[config.mk]
export PLATFORM = sky130hd
export DESIGN_NAME = param_counter
export DESIGN_NICKNAME = d
export VERILOG_FILES = /design/src/rtl/counter_pkg.sv /design/src/rtl/counter_prescaler.sv /design/src/rtl/param_counter.sv
export SDC_FILE = /design/constraint.sdc
export NUM_CORES = 1
export LEC_CHECK = 0
export BUFFER_PORTS_ARGS = -buffer_cell sky130_fd_sc_hd__buf_2
export CAP_MARGIN = 20
export CORE_AREA = 3 3 40 42
export DETAILED_ROUTE_END_ITERATION = 12
export DIE_AREA = 0 0 43 45
export HOLD_SLACK_MARGIN = 0.03
export PLACE_DENSITY_LB_ADDON = 0.12
export SYNTH_ARGS = -nofsm -noshare
export SYNTH_HDL_FRONTEND = slang
export SYNTH_SLANG_ARGS = --single-unit
[constraint.sdc]
create_clock -name clk -period 2.2 [get_ports clk]
set_clock_uncertainty 0.2 [all_clocks]
set_input_delay 0.33 -clock clk [delete_from_list [all_inputs] [get_ports clk]]
set_output_delay 0.33 -clock clk [all_outputs]
set_load 0.05 [all_outputs]
[src/rtl/counter_pkg.sv]
// Shared definitions for the parametrised counter family: direction
// constants, prescaler sizing and the parameter legality check.
package counter_pkg;

  localparam logic CNT_UP   = 1'b1;
  localparam logic CNT_DOWN = 1'b0;

  // Ceiling log2; clog2(1) = 0.
  function automatic int unsigned clog2(input int unsigned value);
    int unsigned result;
    result = 0;
    for (int unsigned i = 0; i < 32; i++) begin
      if ((64'd1 << i) < 64'(value)) result = i + 1;
    end
    return result;
  endfunction

  // The prescaler register is never narrower than one bit.
  function automatic int unsigned prescale_width(input int unsigned prescale);
    return (clog2(prescale) < 1) ? 1 : clog2(prescale);
  endfunction

  function automatic bit params_ok(input int unsigned width,
                                   input int unsigned modulus,
                                   input int unsigned prescale,
                                   input int unsigned reset_val);
    return (width >= 1) && (modulus >= 2) &&
           (64'(modulus) <= (64'd1 << width)) &&
           (prescale >= 1) && (reset_val < modulus);
  endfunction

endpackage

[src/rtl/counter_prescaler.sv]
// Count-rate prescaler: emits a one-cycle tick on every PRESCALE-th
// enabled edge. Internally a down-counter; a terminal count of zero marks
// the step edge. Clearing (SET/LOAD) restarts the full PRESCALE interval.
module counter_prescaler
  import counter_pkg::*;
#(
  parameter int unsigned PRESCALE = 1
) (
  input  logic clk,
  input  logic reset,
  input  logic en,
  input  logic clr,
  output logic tick
);

  localparam int unsigned PW = prescale_width(PRESCALE);
  localparam logic [PW-1:0] LAST = PW'(PRESCALE - 1);

  logic [PW-1:0] remain;

  assign tick = en && !clr && (remain == '0);

  // Remaining enabled edges before the next step; holds while disabled.
  always_ff @(posedge clk or negedge reset) begin
    if (!reset) begin
      remain <= LAST;
    end else if (clr) begin
      remain <= LAST;
    end else if (en) begin
      remain <= (remain == '0) ? LAST : remain - PW'(1);
    end
  end

endmodule

[src/rtl/param_counter.sv]
// Parametrised modulo-MODULUS counter with enable, synchronous SET/LOAD,
// clock prescaler and registered WRAP pulse for cascading.
// Optional feature macro: COUNTER_UPDOWN_EN adds the UP port and
// bidirectional counting; without it the counter steps up only.
module param_counter
  import counter_pkg::*;
#(
  parameter int unsigned WIDTH     = 4,
  parameter int unsigned MODULUS   = 16,
  parameter int unsigned PRESCALE  = 1,
  parameter int unsigned RESET_VAL = 0
) (
  input  logic             clk,
  input  logic             reset,
  input  logic             en,
  input  logic             set,
  input  logic             load,
  input  logic [WIDTH-1:0] d,
`ifdef COUNTER_UPDOWN_EN
  input  logic             up,
`endif
  output logic [WIDTH-1:0] count,
  output logic             wrap
);

  generate
    if (!params_ok(WIDTH, MODULUS, PRESCALE, RESET_VAL)) begin : g_bad_params
      $error("param_counter: illegal WIDTH/MODULUS/PRESCALE/RESET_VAL");
    end
  endgenerate

  localparam logic [WIDTH-1:0] MAX_VAL = WIDTH'(MODULUS - 1);
  localparam logic [WIDTH-1:0] RST_VAL = WIDTH'(RESET_VAL);
  localparam logic [WIDTH:0]   MOD_W   = (WIDTH + 1)'(MODULUS);

  logic             tick;
  logic             dir;
  logic             at_end;
  logic [WIDTH-1:0] step_val;
  logic [WIDTH-1:0] load_val;
  logic [WIDTH:0]   d_ext;

  counter_prescaler #(.PRESCALE(PRESCALE)) u_prescaler (
    .clk   (clk),
    .reset (reset),
    .en    (en),
    .clr   (set | load),
    .tick  (tick)
  );

`ifdef COUNTER_UPDOWN_EN
  assign dir = up;
`else
  assign dir = CNT_UP;
`endif

  // Out-of-range load data folds back into 0..MODULUS-1.
  assign d_ext    = {1'b0, d};
  assign load_val = WIDTH'(d_ext % MOD_W);

  // Next value for a count step and whether that step wraps.
  always_comb begin
    at_end   = 1'b0;
    step_val = count;
    if (dir == CNT_UP) begin
      at_end   = (count == MAX_VAL);
      step_val = at_end ? '0 : count + WIDTH'(1);
    end else begin
      at_end   = (count == '0);
      step_val = at_end ? MAX_VAL : count - WIDTH'(1);
    end
  end

  // Count register with SET > LOAD > step priority; WRAP follows the step.
  always_ff @(posedge clk or negedge reset) begin
    if (!reset) begin
      count <= RST_VAL;
      wrap  <= 1'b0;
    end else if (set) begin
      count <= MAX_VAL;
      wrap  <= 1'b0;
    end else if (load) begin
      count <= load_val;
      wrap  <= 1'b0;
    end else if (tick) begin
      count <= step_val;
      wrap  <= at_end;
    end else begin
      wrap  <= 1'b0;
    end
  end

endmodule

==> run metrics <==
status finished, final reports clean; Distinct cells, synth 19; I/O pins 14; pwr dens 715.9 nW/um^2; GRT overflow 0; flops & latches, synth 5; syn avg cell area 9.525 sq um; FMAX 643.5 MHz; Mapped Nets 41; DR iter-0 viols 8; Die W 43 um; Rows 13; Syn. warnings 0; Placer Congestion 0.7031; CP max-delay cell dfrtp_1; Worst-path clk slew 50 ps; ratio of cells with drive above 1 in the final layout 0.3542; via count 301; Setup crit end count[2]; slew margin rel. 0.8029; Nets 59; DRC violations left 0; leading cell type in the layout, fill and taps excluded buf_2; CP Cell Sequence ha_1, nand2_1, nor3b_1, a2111o_1; Max Slew Vio Count 0; area grow syn2layout 36.86%; total placed instance area 367.9 sq um; Setup CP Type flip-flop to flip-flop; I/O Buffers 13; CP endpoint kind flip-flop; Max Used Layer met3; Num CTS Buffers 3; Antenna Nets Post-Route 0; global-route wire length before repair 1221 um; CP required 2120 ps; Tcrit/Tclk final 0.7064; Tmin final 1554 ps; Finished Core Util 0.3145; gr usage total 0.09281; total negative slack 0 ps; Cells after Synth 31; sequential share of power 0.371; Comb pwr share 0.257; Root Driver clkbuf_4; Final Non-Filler Cells 63; crit start category flip-flop; wire length on met2 328 um; Die ar. 1935 sq um; Cells after DPL 58; Max Cap Viol 0; worst r2r path cells 4; Sw Ratio 0.3304; max incr delay on CP 430 ps; TritonCTS clock tree built; clk sinks 5; worst r2r src count[0]; RSZ-0062 raised after global routing no; largest net degree at the start of global routing 11; CP Max Fanout 6; Peak VDD IR 0.2005 mV; cts-stage hold buffer count 1; Post-CTS Setup Inserts 0; Clock power frac 0.373; core area 1285 sq um; htree depth 1; Mapped Area 295.3 sq um; endpoints failing hold 0; initial antenna violation count 0; Seq/Total Area, Yosys 0.4237; met1 WL 350 um; WL/cell 11.60 um; CTS resizes 0; hold crit path type input port to flip-flop; Critical Path Stages 4; Chip Height 45 um; Critical Path Start count[0]; ANT cells 0; Pleak 0.1869 nW; vias in the first global route 275; FF-to-FF End count[2]; crit path DAT 1470 ps; commonest cells after routing, fill and taps aside 13 x buf_2, 5 x dfrtp_1, 3 x nor2_1, 3 x a21oi_1, 3 x clkbuf_4; Starting Density 0.2298; latest clock arrival within the worst-skew pair 240 ps; Setup Viol. Count Final 0; Clock Tree Buf Depth 2; CP top delay family flip-flops; Vias/cell 4.778; HPWL after DPL 576.9 um; NetSw 0.09559 mW; post-route design area 404.1 sq um; flop2flop setup slack 650 ps; slew at the pin closest to its max-slew limit 291.9 ps; Int Pwr 0.1937 mW; met3 wire len 52 um; fill count 149; Final Hold Slack 115.0 ps; routed wire length 731 um; First-pass DRT Iterations 4; CP bufs+invs 0
cells by family after synthesis:
family	after synthesis	synth area share
simple gates	13	0.2331
compound gates	7	0.1652
flops	5	0.4237
buf+inv	3	0.06357
mux	2	0.07203
fa+ha+maj	1	0.04237
sequential cells by signal (all words and copies together), names as in the netlist:
name,count
count,4
wrap,1
cell usage after synthesis:
cell | count | share of area
a2111o_1 | 1 | 0.038
a21oi_1 | 3 | 0.051
a41oi_1 | 1 | 0.030
buf_6 | 1 | 0.038
dfrtp_1 | 5 | 0.42
ha_1 | 1 | 0.042
inv_1 | 2 | 0.025
mux2_2 | 1 | 0.038
mux2i_1 | 1 | 0.034
nand2_1 | 2 | 0.025
nand2b_1 | 2 | 0.042
nand3_1 | 2 | 0.034
nand4b_1 | 1 | 0.030
nor2_1 | 3 | 0.038
nor3_1 | 1 | 0.017
nor3b_1 | 1 | 0.025
o21ai_0 | 1 | 0.017
o311ai_0 | 1 | 0.030
or3_1 | 1 | 0.021
through the flow:
step,power [mW],setup WS (ps)
finish,0.2893,646.0
global route,0.3127,539.9
CTS,0.2951,637.8
detailed placement,0.1822,659.8
global placement,0.1817,667.4
floorplan,0.1592,385.4
worst min-delay path by stage:
| stage | startpoint | slack (ps) | depth (start not counted) | endpoint |
|---|---|---|---|---|
| after floorplan | reset | -170 | 0 | count[0] |
| after global placement | reset | -40 | 1 | wrap |
| after detailed placement | reset | -40 | 1 | count[3] |
| after CTS | d[2] | 110 | 2 | count[2] |
| after global routing | d[2] | 110 | 2 | count[2] |
| final | d[2] | 110 | 2 | count[2] |
power by group through the flow:
stage | clock network (mW) | registers (mW) | logic, mW
after global placement | 0 | 0.108 | 0.0733
after CTS | 0.113 | 0.107 | 0.0754
after detailed placement | 0 | 0.108 | 0.0737
after floorplan | 0 | 0.131 | 0.0277
final | 0.108 | 0.107 | 0.0742
after global routing | 0.122 | 0.109 | 0.0819
area by class of cell:
class / count / area (sq um) / area share
Multi-Input combinational cell: 23 / 151.4 / 0.3746
Sequential cell: 5 / 125.1 / 0.3096
Timing Repair Buffer: 14 / 75.07 / 0.1858
Clock buffer: 4 / 26.28 / 0.06502
Inverter: 2 / 7.507 / 0.01858
Tap cell: 15 / 18.77 / 0.04644
per-layer routing:
| metal | vias to the layer above | GRT usage |
|---|---|---|
| met5 | - | 0 |
| met4 | 0 | 0.09036 |
| met3 | 0 | 0.03187 |
| met2 | 10 | 0.1407 |
| met1 | 143 | 0.1000 |
| li1 | 148 | - |
Note: power is estimated with default switching activity, not from simulation.
